### config.mk
export PLATFORM = sky130hd
export DESIGN_NAME = ik_stage_sequencer
export DESIGN_NICKNAME = d
export VERILOG_FILES = /design/src/rtl/ik_stage_sequencer.sv
export SDC_FILE = /design/constraint.sdc
export NUM_CORES = 1
export LEC_CHECK = 0
export ABC_AREA = 1
export CORE_ASPECT_RATIO = 1.25
export CORE_MARGIN = 4
export CORE_UTILIZATION = 45
export CTS_CLUSTER_DIAMETER = 60
export DETAILED_ROUTE_END_ITERATION = 16
export GPL_TIMING_DRIVEN = 0
export HOLD_SLACK_MARGIN = 0.06
export PLACE_DENSITY_LB_ADDON = 0.1
export RECOVER_POWER = 50
export SETUP_SLACK_MARGIN = 0.4
export SYNTH_ARGS = -nofsm -noshare
export SYNTH_HDL_FRONTEND = slang
export SYNTH_SLANG_ARGS = --single-unit
### constraint.sdc
create_clock -name clk -period 3.1 [get_ports clk]
set_input_delay 0.465 -clock clk [delete_from_list [all_inputs] [get_ports clk]]
set_output_delay 0.465 -clock clk [all_outputs]
set_load 0.02 [all_outputs]
### src/rtl/ik_stage_sequencer.sv
// IK stage sequencer: steps the eight IK datapath stages with one-hot clock enables (reach reject path under IK_REACH_CHECK_EN).
// Latency: sum(LAT_*) stage cycles after the start edge, then one DONE cycle carrying dataReady.
// Backpressure: none; enable is sampled only in IDLE and abort cancels any active sequence at the next edge.
module ik_stage_sequencer #(
    parameter int LAT_T2D   = 6,
    parameter int LAT_COS   = 14,
    parameter int LAT_SIN   = 30,
    parameter int LAT_K1    = 11,
    parameter int LAT_K2    = 11,
    parameter int LAT_GAMMA = 11,
    parameter int LAT_ATAN  = 40,
    parameter int LAT_TH    = 14
) (
    input  logic       clk,
    input  logic       reset,
    input  logic       enable,
    input  logic       abort,
    input  logic       cos_out_of_range,
    output logic [7:0] stage_en,
    output logic       stage_last,
    output logic [3:0] stage_id,
    output logic       busy,
    output logic       dataReady,
    output logic       unreachable
);

    typedef enum logic [3:0] {
        S_IDLE  = 4'd0,
        S_T2D   = 4'd1,
        S_COS   = 4'd2,
        S_SIN   = 4'd3,
        S_K1    = 4'd4,
        S_K2    = 4'd5,
        S_GAMMA = 4'd6,
        S_ATAN  = 4'd7,
        S_TH    = 4'd8,
        S_DONE  = 4'd9,
        S_ERR   = 4'd10
    } state_t;

    state_t     r_state;
    state_t     w_next_state;
    state_t     w_succ;
    logic [7:0] r_cnt;
    logic [7:0] w_next_cnt;
    logic       w_in_stage;
    logic       w_cnt_zero;
    logic       w_reject;

    // Counter reload value for a stage: it counts LAT-1 down to 0.
    function automatic logic [7:0] f_load(input state_t s);
        case (s)
            S_T2D:   f_load = 8'(LAT_T2D - 1);
            S_COS:   f_load = 8'(LAT_COS - 1);
            S_SIN:   f_load = 8'(LAT_SIN - 1);
            S_K1:    f_load = 8'(LAT_K1 - 1);
            S_K2:    f_load = 8'(LAT_K2 - 1);
            S_GAMMA: f_load = 8'(LAT_GAMMA - 1);
            S_ATAN:  f_load = 8'(LAT_ATAN - 1);
            S_TH:    f_load = 8'(LAT_TH - 1);
            default: f_load = 8'd0;
        endcase
    endfunction

    assign w_in_stage = (r_state >= S_T2D) && (r_state <= S_TH);
    assign w_cnt_zero = (r_cnt == 8'd0);
    assign w_succ     = state_t'(r_state + 4'd1);

`ifdef IK_REACH_CHECK_EN
    assign w_reject = (r_state == S_COS) && w_cnt_zero && cos_out_of_range;
`else
    logic w_unused_cos;
    assign w_unused_cos = cos_out_of_range;
    assign w_reject     = 1'b0;
`endif

    always_ff @(posedge clk or negedge reset) begin
        if (!reset) begin
            r_state <= S_IDLE;
            r_cnt   <= 8'd0;
        end else begin
            r_state <= w_next_state;
            r_cnt   <= w_next_cnt;
        end
    end

    always_comb begin
        w_next_state = r_state;
        w_next_cnt   = r_cnt;
        if (abort && (r_state != S_IDLE)) begin
            w_next_state = S_IDLE;
            w_next_cnt   = 8'd0;
        end else begin
            case (r_state)
                S_IDLE: begin
                    if (enable && !abort) begin
                        w_next_state = S_T2D;
                        w_next_cnt   = f_load(S_T2D);
                    end
                end
                S_DONE, S_ERR: begin
                    w_next_state = S_IDLE;
                    w_next_cnt   = 8'd0;
                end
                default: begin
                    if (!w_in_stage) begin
                        w_next_state = S_IDLE;
                        w_next_cnt   = 8'd0;
                    end else if (!w_cnt_zero) begin
                        w_next_cnt = r_cnt - 8'd1;
                    end else if (w_reject) begin
                        w_next_state = S_ERR;
                        w_next_cnt   = 8'd0;
                    end else begin
                        // TH's successor is DONE, whose reload value is zero.
                        w_next_state = w_succ;
                        w_next_cnt   = f_load(w_succ);
                    end
                end
            endcase
        end
    end

    always_comb begin
        stage_en = 8'd0;
        if (w_in_stage) begin
            stage_en[3'(r_state - 4'd1)] = 1'b1;
        end
    end

    assign stage_last = w_in_stage && w_cnt_zero;
    assign stage_id   = r_state;
    assign busy       = (r_state != S_IDLE);
    assign dataReady  = (r_state == S_DONE);

`ifdef IK_REACH_CHECK_EN
    assign unreachable = (r_state == S_ERR);
`else
    assign unreachable = 1'b0;
`endif

endmodule

Word-level counts from Yosys, hierarchy flattened --
Memories as Yosys holds them, arrays and structs flattened. Index checks and enable logic that the tools add are counted.
Cells by class: muxes and demuxes 13, order comparisons 4, $add $sub $neg 3, equal/unequal tests 4, reductions and logical operators 11
Operators with widths (number):
- 8-bit 2-to-1 mux | 5
- 4-bit 2-to-1 mux | 4
- 8-bit case mux with 2 select lines | 1
- 4-bit == test, second input constant | 2
- 8-bit zero test | 1
- 4-bit case mux with 2 select lines | 1
- 8-bit by 1-bit subtractor with 8-bit output, second input constant | 1
- 1-bit logical AND | 5
- 5-bit by 1-bit inequality test with 1-bit output, second input constant | 1
- 4-bit by 1-bit adder with 4-bit output, second input constant | 1
- 4-bit by 1-bit greater-or-equal comparator with 1-bit output, second input constant | 1
- 4-bit less-or-equal comparator, second input constant | 1
- 4-bit zero test | 1
- 3-bit by 4-bit < comparator with 1-bit output, second input constant | 1
- 4-bit nonzero test | 1
- 1-bit demux with 3-bit select | 1
- 3-bit by 1-bit greater-or-equal comparator with 1-bit output, second input constant | 1
- 3-bit inequality test, second input constant | 1
- 3-bit by 1-bit subtractor with 3-bit output, second input constant | 1
- 2-bit AND reduction | 1
- 2-bit OR reduction | 1
- 1-bit zero test | 1
- 1-bit 2-to-1 mux | 1
Word-level totals: logic and storage cells 38, register bits 12, output and inout bits 16, bits of input ports 5, memories 1, ROM bits 96
Memory list:
- (name not given) | depth 16, width 6, rd ports 1, clocked after memory_dff 0, write ports 0, line 52 | case (s)

Depth between registers and ports, before layout --
depth in word-level cells 6, gate-level depth with buffers 11, depth with buffers taken out 10

Worst setup path before layout --
Ideal clock, no wire load.
path type flip-flop to output port, from register r_state[0], in the netlist stage_id[0], to output stage_en[0], data arrival time 1.676 ns, path buffers 0, path slack 0.959 ns, data required time 2.635 ns, stages on the path, launching flop included 7, cell sequence dfrtp_1 inv_1 ha_1 or2_2 nand2_1 nand2_1 nor2_1
Between the ends: longest elaborated chain between the ends 6, elaborated cells between the ends (all ways) 10, those cells by class add/sub: 1; order compare: 4; mux: 3; reduce/logical: 2
RTL lines:
- start, declared | line 41 | state_t r_state;
- start signal, assigned | line 82 | r_state <= w_next_state;
- 3-bit by 1-bit subtractor with 3-bit output | line 127 | stage_en[3'(r_state - 4'd1)] = 1'b1;
- 3-bit by 4-bit < comparator with 1-bit output (not written as such) or 3-bit by 1-bit greater-or-equal comparator with 1-bit output (tied branches) | line 127
- 1-bit logical AND (not written as such) | line 127
- 1-bit 2-to-1 mux (not written as such) | line 127
- 1-bit demux with 3-bit select | line 127
- 8-bit 2-to-1 mux * | line 126 | if (w_in_stage) begin
- end, declared | line 19 | output logic [7:0] stage_en,
Mark *: on every way between the ends. The rest lies on a longest branch, timed or not.

Final worst setup path --
from register r_state[0], in the netlist stage_id[0], to output stage_en[2]
Same word-level chain as after synthesis.

==> out/results.ini <==
[min_path]
hold_class=reg -> reg

[floorplan]
initial_utilization_pct=46.8
fp.dieArea_um2=3390
core_um2=2430
dieWidth_um=52.9
ios=21
num_rows=20
die_h_um=64.1

[detailed_routing]
routed_wl_um=2630
drt-pass1-iter-count=4
via_per_inst=4.77
ant_nets=0
drt_iter0_markers=26
drc_errors=0
wire_per_inst_um=11.6
via_count=1083

[power_and_ir_drop]
p_per_area_nw_per_um2=1100
ir_drop_mv=0.644
p_leak_nw=0.735

[setup_path]
crit_required_ps=2630
endpoint_kind=output port
worst_ep_arrival_time_ps=2140
worst_setup_path_start_kind=flop
path_class=reg -> out
cp_max_fo=10

[sta]
grt_setup_unrepaired=false
setup_viol_count_final=0
period_needed_ps=2610
tns_ps=0
fmax_mhz=384
skew_ps=4.75
hold_violations=0
maxSlewHeadroom_pct=61.4
fin_crit_sh_pct=84.1
maxSlewViolCount=0
worst_pin_slew_ps=577

[layout]
diodes=0
stdcell_area_um2=1380
drive_above_1_share_pct=13.4
fillers=254
multi_input_area_um2=716
final_nets=210
area_growth_pct=21.9
regArea_um2=302

[global_routing]
grt_pass1_wl_um=4630
antenna_found_initial=0
gr-total-overflow=0
grt_util_all_layers_pct=17.6
grt_max_degree=13
grt_pass1_vias=1101

[synth]
ys_seq_area_share_pct=26.5
syn_nets=183
yosys_warnings=0
async_flop_share_pct=100
ys_top_cells_by_area=dfrtp_1 26%, nand2_1 18%, ha_1 9.9%
syn_area_um2=1130
yosysTopAreaCellShare_pct=26.5
synth_common_cells=53 x nand2_1, 25 x nor2_1, 18 x inv_1
synth_ff_type=dfrtp_1
syn_area_per_cell_um2=6.72
synth_top_area_cell=dfrtp_1
syn_inst=169
synth_cell_type_count=26
synth_seq_cells=12
synth.most_common_cell=nand2_1
synth_edf_count=0

[placement]
gp_congestion=0.787
place_hpwl_um=2040
io_buffers=18
dpl_cell_area_um2=1360

[clock_network]
cts_buffers=3
h-tree-depth=1
clk_pin_slew_worst_paths_ps=70
cts_tree=done
clockBufferDepth=2
insertion_delay_ps=270
hold_buffers=0
root_buffer=clkbuf_4
clock-sinks=12

[job]
drv_cap=0

[run_status]
status=complete, no violations

==> worst paths after layout <==
check | from | end | slack, ps | depth (start not counted)
max reg2reg | stage_id[0]$_DFFE_PN0P_ | stage_id[2]$_DFFE_PN0P_ | 1060 | 9
max in group asynchronous | reset | stage_id[1]$_DFFE_PN0P_ | 2070 | 1
min | r_cnt[0]$_DFFE_PN0P_ | r_cnt[0]$_DFFE_PN0P_ | 530 | 2
min in group asynchronous | reset | r_cnt[4]$_DFFE_PN0P_ | 620 | 1
min reg2reg | r_cnt[0]$_DFFE_PN0P_ | r_cnt[0]$_DFFE_PN0P_ | 530 | 2
max | stage_id[0]$_DFFE_PN0P_ | stage_en[2] | 490 | 7
==> registers in the layout, indices dropped and copies added (netlist names) <==
| name | flops |
|---|---|
| r_cnt | 8 |
| stage_id | 4 |
==> cell type report <==
| class | instances | share of cell area [%] |
|---|---|---|
| clock buffers | 3 | 1.63 |
| plain buffers | 2 | 1.36 |
| flip-flops and latches | 12 | 21.8 |
| repair buffers | 22 | 15.0 |
| well taps | 33 | 2.98 |
| inverters | 20 | 5.52 |
| multi-input cells | 135 | 51.7 |
==> metrics by stage <==
step	hold WS [ps]	power (mW)	util (%)	std cells	setup WS, ps
global route	569	1.69	57.0	227	357
finish	534	1.53	57.0	227	493
CTS	536	1.52	56.5	223	326
detailed placement	513	1.45	55.9	220	511
global placement	520	1.42	55.9	220	550
floorplan	169	1.11	-	169	959
==> worst max-delay path, stage by stage, from the launching register on <==
cell	delay (ps)
dfrtp_1	540
inv_1	160
ha_1	260
or2_2	280
nand2_1	100
nand2_1	90
nor2_1	110
dlygate4sd2_1	340
==> layout by cell type, fill, tap and decap left out, drive strengths merged <==
master,instances
nand3,5
clkbuf,3
clkdlybuf4s15,1
or2,2
buf,6
nor2,31
clkdlybuf4s50,7
clkinv,1
dlymetal6s2s,2
nor3,4
conb,1
ha,9
xor2,3
dlygate4sd2,6
o21ai,11
a21oi,6
and3,1
inv,19
dfrtp,12
nand2,59
nand4,3
dlygate4sd3,2
==> power by group <==
part / leakage (nW) / switching [mW] / internal, mW
combinational: 0.564 / 0.716 / 0.435
clock: 0.0138 / 0.0529 / 0.0450
sequential: 0.157 / 0.0713 / 0.208
==> kinds of logic after synthesis <==
logic type | share of synthesized area [%]
DFF | 26.5
other | 0.330
adders and majority gates | 9.92
and+or+nand+nor | 44.1
xor gates and xnor gates | 2.32
buffers and inverters | 8.38
AOI/OAI and AO/OA | 8.49
==> timing repair <==
| item | 4_1_cts | 5_1_grt |
|---|---|---|
| setup buffers | 0 | 4 |
| endpoints found under the setup margin | 8 | 3 |
| pin swaps | 0 | 1 |
| resized for setup | 9 | 3 |
==> layer usage <==
| layer | wire, µm | vias to the layer above | global-route usage, % | share of wire [%] |
|---|---|---|---|---|
| met5 | 0 | - | 0 | 0 |
| met4 | 25 | 0 | 5.75 | 0.95 |
| met3 | 76 | 3 | 1.40 | 2.9 |
| met2 | 1330 | 29 | 31.4 | 51 |
| met1 | 1200 | 478 | 21.6 | 46 |
| li1 | - | 573 | - | - |
(Power assumes the default switching activity.)
